$ cat src/rtl/i2c_reg_seq.sv
// i2c_reg_seq: single-register read/write sequencer in front of i2c_master.
// Steps the master one byte per ack through write or restart-read framing.
module i2c_reg_seq #(
    parameter int TIMEOUT_CYCLES = 4096
) (
    input  logic       clk,
    input  logic       reset,
    input  logic       req_valid,
    output logic       req_ready,
    input  logic       req_write,
    input  logic [6:0] req_dev,
    input  logic [7:0] req_reg,
    input  logic [7:0] req_wdata,
    output logic       resp_valid,
    output logic [7:0] resp_rdata,
    output logic [1:0] resp_err,
    output logic       m_enable,
    output logic       m_rw,
    output logic [6:0] m_address,
    output logic [7:0] m_txdata,
    output logic       m_restart,
    input  logic       m_ready,
    input  logic       m_ack,
    input  logic       m_nack,
    input  logic [7:0] m_rxdata
);

    localparam int CW = (TIMEOUT_CYCLES > 2) ? $clog2(TIMEOUT_CYCLES) : 1;
    localparam logic [CW-1:0] TLAST = CW'(TIMEOUT_CYCLES - 1);

    typedef enum logic [2:0] {
        IDLE,
        ADDR_W,
        REG,
        WDATA,
        ADDR_R,
        RDATA,
        STOP,
        DONE
    } state_t;

    state_t        state;
    logic [CW-1:0] cnt;
    logic          is_write;
    logic [7:0]    wdata;
    logic [1:0]    err;
    logic          accept;
    logic          active;
    logic          byte_phase;
    logic          tmo;

    assign accept = (state == IDLE) && req_valid && req_ready;

    assign active = (state != IDLE) && (state != DONE);

    assign byte_phase = (state == ADDR_W) || (state == REG) ||
                        (state == WDATA)  || (state == ADDR_R) ||
                        (state == RDATA);

    assign tmo = active && (cnt == TLAST);

    // Watchdog: counts cycles since the last master event while active.
    always_ff @(posedge clk) begin
        if (reset) begin
            cnt <= '0;
        end else if (accept || m_ack || m_nack || !active) begin
            cnt <= '0;
        end else begin
            cnt <= cnt + CW'(1);
        end
    end

    // Transaction FSM; all host and master-facing outputs are registered here.
    always_ff @(posedge clk) begin
        if (reset) begin
            state      <= IDLE;
            req_ready  <= 1'b0;
            resp_valid <= 1'b0;
            resp_rdata <= 8'h00;
            resp_err   <= 2'd0;
            m_enable   <= 1'b0;
            m_rw       <= 1'b0;
            m_address  <= 7'h00;
            m_txdata   <= 8'h00;
            m_restart  <= 1'b0;
            is_write   <= 1'b0;
            wdata      <= 8'h00;
            err        <= 2'd0;
        end else begin
            resp_valid <= 1'b0;
            m_restart  <= 1'b0;
            if (tmo) begin
                // Give up without waiting for the bus to be released.
                m_enable   <= 1'b0;
                err        <= 2'd2;
                resp_err   <= 2'd2;
                resp_valid <= 1'b1;
                state      <= DONE;
            end else if (m_nack && byte_phase) begin
                // NACK beats a simultaneous ACK; let the master STOP.
                m_enable <= 1'b0;
                err      <= 2'd1;
                state    <= STOP;
            end else begin
                unique case (state)
                    IDLE: begin
                        req_ready <= !accept;
                        if (accept) begin
                            is_write  <= req_write;
                            wdata     <= req_wdata;
                            err       <= 2'd0;
                            m_address <= req_dev;
                            m_rw      <= 1'b0;
                            m_txdata  <= req_reg;
                            m_enable  <= 1'b1;
                            state     <= ADDR_W;
                        end
                    end
                    ADDR_W: begin
                        if (m_ack) begin
                            // Master fetches the byte after reg on reg's ack.
                            if (is_write) begin
                                m_txdata <= wdata;
                            end
                            state <= REG;
                        end
                    end
                    REG: begin
                        if (m_ack) begin
                            if (is_write) begin
                                m_enable <= 1'b0;
                                state    <= WDATA;
                            end else begin
                                m_rw      <= 1'b1;
                                m_restart <= 1'b1;
                                state     <= ADDR_R;
                            end
                        end
                    end
                    WDATA: begin
                        if (m_ack) begin
                            state <= STOP;
                        end
                    end
                    ADDR_R: begin
                        if (m_ack) begin
                            // Disabled read: master takes one byte, NACKs it.
                            m_enable <= 1'b0;
                            state    <= RDATA;
                        end
                    end
                    RDATA: begin
                        if (m_ack) begin
                            resp_rdata <= m_rxdata;
                            state      <= STOP;
                        end
                    end
                    STOP: begin
                        if (m_ready) begin
                            resp_valid <= 1'b1;
                            resp_err   <= err;
                            state      <= DONE;
                        end
                    end
                    DONE: begin
                        req_ready <= 1'b1;
                        state     <= IDLE;
                    end
                    default: begin
                        state <= IDLE;
                    end
                endcase
            end
        end
    end

endmodule

$ cat config.mk
export PLATFORM = sky130hd
export DESIGN_NAME = i2c_reg_seq
export DESIGN_NICKNAME = d
export VERILOG_FILES = /design/src/rtl/i2c_reg_seq.sv
export SDC_FILE = /design/constraint.sdc
export NUM_CORES = 1
export LEC_CHECK = 0
export ABC_AREA = 1
export ABC_CLOCK_PERIOD_IN_PS = 2200
export BUFFER_PORTS_ARGS = -buffer_cell sky130_fd_sc_hd__buf_2
export CORE_ASPECT_RATIO = 1.4
export CORE_MARGIN = 2
export CORE_UTILIZATION = 52
export DETAILED_ROUTE_END_ITERATION = 16
export PLACE_DENSITY = 0.81
export SYNTH_ARGS = -nofsm -noshare
export SYNTH_HDL_FRONTEND = slang
export SYNTH_SLANG_ARGS = --single-unit
$ cat constraint.sdc
create_clock -name clk -period 2.2 [get_ports clk]
set_clock_uncertainty 0.1 [all_clocks]
set_input_delay 0.22 -clock clk [delete_from_list [all_inputs] [get_ports clk]]
set_output_delay 0.22 -clock clk [all_outputs]
set_load 0.01 [all_outputs]
== After elaboration in Yosys (flattened, before gate mapping) ==
Cells that the tools add are included.

* Logic and storage cells: 123
* Flip-flop bits (word level): 56
* Output and inout bits: 30

* $add $sub $neg: 1
* Equal/unequal tests: 23
* Reduce and logical (&&, ||, !) cells: 42
* Muxes and demuxes: 37
* Bitwise logic cells: 4

{| class="wikitable"
|+ Operators by type and width
! kind !! count
|-
| $mux W3 || 9
|-
| $mux W8 || 3
|-
| $pmux W3 S7 || 1
|-
| $reduce_and A6 Y1 || 3
|-
| $mux W2 || 8
|-
| $ne A2 B2 Y1 const B || 8
|-
| $ne A4 B3 Y1 const B || 4
|-
| $pmux W8 S2 || 1
|-
| $reduce_bool A2 Y1 || 7
|-
| $add A12 B1 Y12 const B || 1
|-
| $eq A12 B12 Y1 const B || 1
|-
| $eq A3 B3 Y1 const B || 4
|-
| $mux W1 || 12
|-
| $reduce_bool A3 Y1 || 4
|-
| $reduce_and A3 Y1 || 3
|-
| $reduce_and A4 Y1 || 2
|-
| $logic_or A1 B1 Y1 || 7
|-
| $eq A3 B2 Y1 const B || 2
|-
| $reduce_or A2 Y1 || 3
|-
| $logic_and A1 B1 Y1 || 5
|-
| $reduce_and A5 Y1 || 1
|-
| $reduce_or A5 Y1 || 1
|-
| $ne A4 B1 Y1 const B || 1
|-
| $ne A4 B4 Y1 const B || 1
|-
| 9 further kinds || 15
|}

== Logic depth before layout (Yosys ltp) ==
Gate-level depths: netlist (run 1).

* Depth after elaboration: 8
* Mapped depth: 11

== Worst setup path after synthesis (run 1) ==
OpenSTA, ideal clock, no wires.

* Kind: register -> register
* Start: register cnt[0]
* End: register resp_rdata[0]
* Setup slack: 0.613 ns
* Stages on the path, launching flop included: 12
* Buffers on the path: 1
* Arrival: 1.347 ns
* Path through: dfxtp_1 > ha_1 > nand2_1 > nor2_4 > nand2_1 > inv_1 > nand3_4 > nand2_4 > inv_2 > buf_8 > nand3_2 > a21oi_2

* Word-level cells in the longest chain between the ends: 4

{| class="wikitable"
|+ RTL lines
! element !! RTL line !! source
|-
| from (decl) || 43 || <nowiki>logic [CW-1:0] cnt;</nowiki>
|-
| from (signal assigned) || 69 || <nowiki>cnt <= cnt + CW'(1);</nowiki>
|-
| $eq A12 B12 Y1 || 60 || <nowiki>assign tmo = active && (cnt == TLAST);</nowiki>
|-
| $logic_and A1 B1 Y1 || 60 ||
|-
| $not A1 Y1 (no source line) || n/a ||
|-
| $reduce_and A4 Y1 (no source line) || n/a ||
|-
| to (signal assigned) || 154 || <nowiki>resp_rdata <= m_rxdata;</nowiki>
|-
| to (decl) || 15 || <nowiki>output logic [7:0] resp_rdata,</nowiki>
|}

Every way passes these cells.
A chain may end at the register's enable or synchronous reset.

== Worst setup path in the final report (run 1) ==
* Start: register state[0]
* End: register resp_rdata[5]

* Word-level cells in the longest chain between the ends: 8
* Elaborated cells between the ends (all ways): 17

{| class="wikitable"
|+ RTL lines
! element !! RTL line !! source
|-
| from (decl) || 42 || <nowiki>state_t state;</nowiki>
|-
| from (signal assigned) || 76 || <nowiki>state <= IDLE;</nowiki>
|-
| from (signal assigned) || 98 || <nowiki>state <= DONE;</nowiki>
|-
| from (signal assigned) || 103 || <nowiki>state <= STOP;</nowiki>
|-
| $eq A3 B1 Y1 / $eq A3 B2 Y1 (equally long branches) || 56 || <nowiki>assign byte_phase = (state == ADDR_W) || (state == REG) ||</nowiki>
|-
| $logic_or A1 B1 Y1 (2 in a row) || 56 ||
|-
| $logic_or A1 B1 Y1 (2 in a row) || 57 || <nowiki>(state == WDATA) || (state == ADDR_R) ||</nowiki>
|-
| $logic_and A1 B1 Y1 || 99 || <nowiki>end else if (m_nack && byte_phase) begin</nowiki>
|-
| $not A1 Y1 (no source line) || n/a ||
|-
| $reduce_and A4 Y1 (no source line) * || n/a ||
|}

Every way passes the cells marked *; elsewhere a longest branch is shown, timed or not.

==> results of run 1 <==
stage by stage:
stage / util (%) / cell area, um2
2_1_floorplan: - / 2521
3_3_place_gp: 60.50 / 2884
3_5_place_dp: 60.50 / 2884
4_1_cts: 63.04 / 3005
5_1_grt: 63.04 / 3005
6_report: 63.04 / 3005
final cells by class:
| type | count | area (um2) | share of cell area [%] |
|---|---|---|---|
| multi-input cells | 233 | 1202 | 40.01 |
| flip-flops and latches | 56 | 1121 | 37.30 |
| repair buffers | 69 | 350.3 | 11.66 |
| inverters | 34 | 130.1 | 4.330 |
| clock buffers | 6 | 82.58 | 2.748 |
| well taps | 64 | 80.08 | 2.664 |
| clock inverters | 2 | 38.79 | 1.291 |
kinds of logic (layout without fill, tap and decap cells):
logic type | count (synthesis) | count (layout) | synth area share (%)
AO/OA/AOI/OAI | 74 | 74 | 15.98
XOR/XNOR | 3 | 3 | 1.042
adder cells (fa/ha/maj) | 1 | 1 | 0.4962
buffers and inverters | 45 | 111 | 7.841
flip-flops | 56 | 56 | 44.47
AND/OR/NAND/NOR | 155 | 155 | 30.17
routing by layer:
layer  share of wire [%]  vias to the layer above
met4                 1.9                        0
met2                  49                       55
met3                 3.7                        8
met5                   0                        -
met1                  46                     1026
li1                    -                     1212
worst max-delay path, delay by kind of cell (launching register included):
kind                   cells  cell delay (ps)
AO/OA/AOI/OAI              1               50
buffers and inverters      2              280
flip-flops                 1              600
AND/OR/NAND/NOR            6              820
layout by cell type, fill, tap and decap left out, types with 2 or more instances in the layout:
master / n
clkbuf_8: 6
nand4_1: 3
nand2_1: 51
inv_1: 30
nor2_2: 2
nand3_2: 11
a21oi_1: 26
inv_2: 3
nor2_1: 55
nand2_4: 2
a31oi_1: 2
xnor2_1: 2
o21ai_0: 37
dfxtp_1: 56
nand3_1: 15
nor2_4: 4
nand2_2: 2
buf_4: 2
a21oi_2: 8
nor3_1: 7
buf_2: 67
how the worst max path moves through the flow:
stage / slack (ps) / depth (start not counted) / startpoint / to
after floorplan: 610 / 11 / cnt[0] / resp_rdata[0]
after global placement: 340 / 9 / state[0] / resp_rdata[5]
after detailed placement: 240 / 9 / state[0] / resp_rdata[5]
after CTS: 230 / 9 / state[0] / resp_rdata[5]
after global routing: 2 / 7 / state[0] / m_txdata[0]
final: 230 / 9 / state[0] / resp_rdata[5]
registers in the layout, indices dropped and copies added (netlist names):
| register | flops |
|---|---|
| state | 3 |
| err | 2 |
| m_address | 7 |
| req_ready | 1 |
| resp_err | 2 |
| m_enable | 1 |
| m_restart | 1 |
| resp_valid | 1 |
| m_txdata | 8 |
| m_rw | 1 |
| resp_rdata | 8 |
| wdata | 8 |
| cnt | 12 |
| is_write | 1 |
power by group:
part,switching [uW],internal [uW]
clock network,332,373
logic,705,390
registers,133,1200
==> metrics.md, run 1 <==
| Metric | Value |
|---|---|
| Post-detail-place hpwl | `3940 um` |
| Die Ht | `86.39 um` |
| Max IR drop VDD | `0.0006016 V` |
| Hold path cells | `3` |
| Crit end category | `flop` |
| Cells along the critical path | `nand3_1 > nand2_2 > inv_2 > nand3_4 > nand2_4 > inv_2 > nand2_2 > nand2_1 > a21oi_2` |
| Tightest Pin Transition | `462.3 ps` |
| Seq/Total Area, Yosys | `44.47%` |
| Die W | `62.85 um` |
| DR iter-0 viols | `138` |
| Maximum clock path buffer count | `2` |
| Syn_area_per_cell | `7.548 um2` |
| CP required | `2300 ps` |
| Via count | `2301` |
| Antenna cell count | `0` |
| Root buf cell | `clkbuf_8` |
| Met1 global-route usage | `24.71%` |
| CTS tree | `built` |
| Core area | `4767 um2` |
| Setup CP Type | `flop to flop` |
| Area of the mapped netlist | `2521 um2` |
| Reg-to-Reg Start | `state[0]` |
| Post-Synthesis Cells | `334` |
| Cts bufs inserted | `5` |
| Pleak | `0.001343 uW` |
| Synthesis-to-finish area growth | `19.21%` |
| Yosys top cell area share | `44.47%` |
| Met2 Use GR | `36.46%` |
| Crit Path Max Fanout | `12` |
| Min-delay src | `req_dev[1]` |
| DRT antenna net count | `0` |
| Most Used Layer, Global Route | `met2` |
| Slew HR | `69.14%` |
| Post-synth top flop | `dfxtp_1` |
| Startpoint Class | `flop` |
| Status | `finished, final reports clean` |
| Fmax | `508.4 MHz` |
| Ys Warns | `0` |
| Share of layout cells above drive strength 1 | `27.75%` |
| First-pass GRT wire length | `9225 um` |
| R2R cell count | `9` |
| Critical Path Slowest Stage Cell | `dfxtp_1` |
| Grt met3 use | `3.377%` |
| Via/cell ratio | `4.959` |
| Final hold violations | `0` |
| Worst hold slack | `34.21 ps` |
| Clk Latency, worst-skew pair | `310 ps` |
| Leading area contributor after synthesis | `dfxtp_1` |
| Vias in the first global route | `2217` |
| Hold endpoint | `m_address[1]` |
| Fraction of registers with async set/reset | `0%` |
| Hold crit path type | `primary input to flop` |
| Setup_tns | `0 ps` |
| GRT Util Overall | `20.91%` |
| WL final | `5321 um` |
| R2R Path End | `resp_rdata[5]` |
| Placer Congestion | `0.9091` |
| Commonest cells post-synth | `dfxtp_1, nor2_1, nand2_1, o21ai_0, inv_1` |
| Starting Density | `52.89%` |
| Post-synth EDFFs | `0` |
| CP Data Arrival Time | `2070 ps` |
| Setup Viol. Count Final | `0` |
| Overall power | `3133 uW` |
| Post-synthesis register bit count | `56` |
| Placement Setup Slack | `244.5 ps` |
| CP max stage delay | `600 ps` |
| Total congestion overflow | `0` |
| Largest net degree at the start of global routing | `29` |
| Setup ws final | `233.0 ps` |
| Die area | `5429 um2` |
| Max cap viols | `0` |
| Buffers on Ports | `67` |
| Synth area leaders | `dfxtp_1, nor2_1, nand2_1, o21ai_0, a21oi_1` |
| Setup Fix Bufs, Post-CTS | `0` |
| Fin. max-slew vios | `0` |
| Placed cell count | `456` |
| Clk slew on worst S/H paths | `100 ps` |
| Hold buffer count at CTS | `0` |
| DRC | `0` |
| Netlist cell types | `31` |
| Top-Level Pins | `68` |
| Min Clock Period, post-route | `1967 ps` |
| Most numerous cell in the Yosys netlist | `dfxtp_1` |
| Initial antenna violation count | `0` |
| H-tree Lvls | `2` |
| # fillers | `462` |
| PwrDens | `1043 nW/um2` |
| Layout Cells excl Fill | `464` |
| Site Rows | `30` |
| Drt pass-1 iters | `4` |
| Drt wl/cell | `11.47 um` |
| Cells resized by post-CTS repair | `0` |
| Mapped Nets | `373` |
| Final nets | `438` |
| R2R setup slack | `230 ps` |
| Fin crit share | `89.41%` |
| RSZ-0062 raised after global routing | `false` |
| Clk sinks | `56` |
No activity file was read; power rests on OpenSTA's default activity.
==> inputs of run 2 (changes only) <==
CORE_MARGIN = unset   (was 2)
==> run 2 against run 1 <==
Effect of this change: fmax is 1.8% higher; critical path depth unchanged; clock power decreased by 16%; combinational power about the same; worst setup slack gained 34 ps; sequential share of layout area is 0.34 points higher; cell area fell by 0.92%; die area fell by 5.4%; clock-buffer cell count unchanged; wire length up 1.7%.
==> metrics.md, run 2 (same netlist as run 1, synthesis figures left out) <==
| Metric | Value |
|---|---|
| Most frequent cells in the layout | `buf_2, dfxtp_1, nor2_1, nand2_1, o21ai_0` |
| Setup_tns | `0 ps (unchanged)` |
| Setup Viol. Count Final | `0 (unchanged)` |
| DRT antenna net count | `0 (unchanged)` |
| Max cap viols | `0 (unchanged)` |
| DRC | `0 (unchanged)` |
| Crit end category | `flop` |
| Drt pass-1 iters | `4 (unchanged)` |
| CP required | `2300 ps (about the same)` |
| Die Ht | `84.39 um (-2.3%)` |
| Pleak | `0.001333 uW (-0.73%)` |
| GRT Util Overall | `23.02% (+2.1 points)` |
| Hold crit path type | `primary input to flop` |
| Tightest Pin Transition | `463.0 ps (+0.6530 ps)` |
| Setup Fix Bufs, Post-CTS | `0 (unchanged)` |
| Synthesis-to-finish area growth | `18.11%` |
| DR iter-0 viols | `95 (-31%)` |
| Clk slew on worst S/H paths | `100 ps (about the same)` |
| Site Rows | `29 (-3.3%)` |
| Clk pwr share | `19.5% (-3.0 points)` |
| Cts bufs inserted | `5 (unchanged)` |
| Core area | `4608 um2 (-3.3%)` |
| Reg power frac | `44.0% (+1.4 points)` |
| Most common cell after layout, fill and taps aside | `buf_2` |
| Status | `finished, final reports clean` |
| Drt wl/cell | `11.72 um (+2.2%)` |
| Placer Congestion | `0.9117 (+0.29%)` |
| Antenna cell count | `0 (unchanged)` |
| PwrDens | `1018 nW/um2 (-2.3%)` |
| CTS tree | `built` |
| Total congestion overflow | `0 (unchanged)` |
| Fin crit share | `87.87% (-1.5 points)` |
| Starting Density | `54.71% (+1.8 points)` |
| Final hold violations | `0 (unchanged)` |
| Min Clock Period, post-route | `1933 ps (-33.95 ps)` |
| Sw Share | `39.05% (+1.7 points)` |
| Via count | `2322 (+0.91%)` |
| RSZ-0062 raised after global routing | `false` |
| Comb pwr share | `36.5% (+1.6 points)` |
| Die area | `5135 um2 (-5.4%)` |
| Cells resized by post-CTS repair | `0 (unchanged)` |
| Startpoint Class | `flop` |
| Slew HR | `69.09% (about the same)` |
| Initial antenna violation count | `0 (unchanged)` |
| WL final | `5414 um (+1.7%)` |
| Fmax | `517.3 MHz (+1.8%)` |
| Clk sinks | `56 (unchanged)` |
| Maximum clock path buffer count | `2 (unchanged)` |
| Root buf cell | `clkbuf_8` |
| Final core utilization | `64.62% (+1.6 points)` |
| CP Data Arrival Time | `2030 ps (-40 ps)` |
| Clk Latency, worst-skew pair | `310 ps (about the same)` |
| Buffers on Ports | `67 (unchanged)` |
| H-tree Lvls | `2 (unchanged)` |
| Hold buffer count at CTS | `0 (unchanged)` |
| Switching power | `1184 uW (+1.1%)` |
| Internal power | `1848 uW (-5.8%)` |
| Fin. max-slew vios | `0 (unchanged)` |
| Share of layout cells above drive strength 1 | `27.75% (unchanged)` |
| Top reg by flops | `cnt` |
| First-pass GRT wire length | `9025 um (-2.2%)` |
| Max IR drop VDD | `0.0006334 V (+5.3%)` |
| Via/cell ratio | `5.026 (+1.3%)` |
| Die W | `60.85 um (-3.2%)` |
| Vias in the first global route | `2163 (-2.4%)` |
| Post-detail-place hpwl | `3969 um (+0.73%)` |
| Setup CP Type | `flop to flop` |
| Top-Level Pins | `68 (unchanged)` |
| Max FFs per register | `12 (unchanged)` |
| Crit Path Max Fanout | `12 (unchanged)` |
| Largest net degree at the start of global routing | `32 (+10%)` |
| Final nets | `438 (unchanged)` |
-- run 2: path summary, 6_finish.rpt --
check             start       endpoint  slack [ps]  cells after the start
min          req_dev[5]   m_address[5]          20                      3
min reg2reg    wdata[5]       wdata[5]         350                      2
max reg2reg    state[0]  resp_rdata[1]         270                      9
max            state[0]  resp_rdata[1]         270                      9
-- run 2: stage by stage --
stage	std cells	total power [uW]	hold WS, ps	setup slack [ps]	area (um2)
6_report	462	3032	22.02	267.0	2978
5_1_grt	462	3258	38.78	97.49	2978
4_1_cts	462	3047	24.28	275.0	2978
3_5_place_dp	454	2453	342.0	295.4	2882
3_3_place_gp	454	2424	332.3	345.3	2882
2_1_floorplan	334	2172	189.4	612.8	2521
-- run 2: layer usage --
layer / up-vias / global-route usage [%] / part of all wire (%)
met2: 70 / 40.26 / 51
met5: - / 0 / 0
met3: 9 / 5.855 / 5.5
met1: 1027 / 26.04 / 41
met4: 0 / 8.264 / 1.9
li1: 1216 / - / -
-- run 2: area by class of cell --
cell class                 instances  area [um2]
tap                               62       77.57
inverter                          34       130.1
sequential                        56        1121
multi-input combinational        233        1202
timing repair buffer              69       350.3
clock inverter                     2       13.76
clock buffer                       6       82.58
fill                             437        1630
-- run 2: worst max-delay path, cell delays in order (launching register included) --
cell	delay (ps)
dfxtp_1	590
nand3_1	210
nand2_2	130
inv_2	60
nand3_4	110
nand2_4	60
inv_2	210
nand2_2	170
nand2_1	110
a21oi_2	50
-- run 2: power groups by stage --
stage	sequential, uW	combinational (uW)	clock [uW]
6_report	1330	1110	592
5_1_grt	1350	1260	642
4_1_cts	1330	1110	604
3_5_place_dp	1350	1110	0
3_3_place_gp	1350	1080	0
2_1_floorplan	1360	812	0
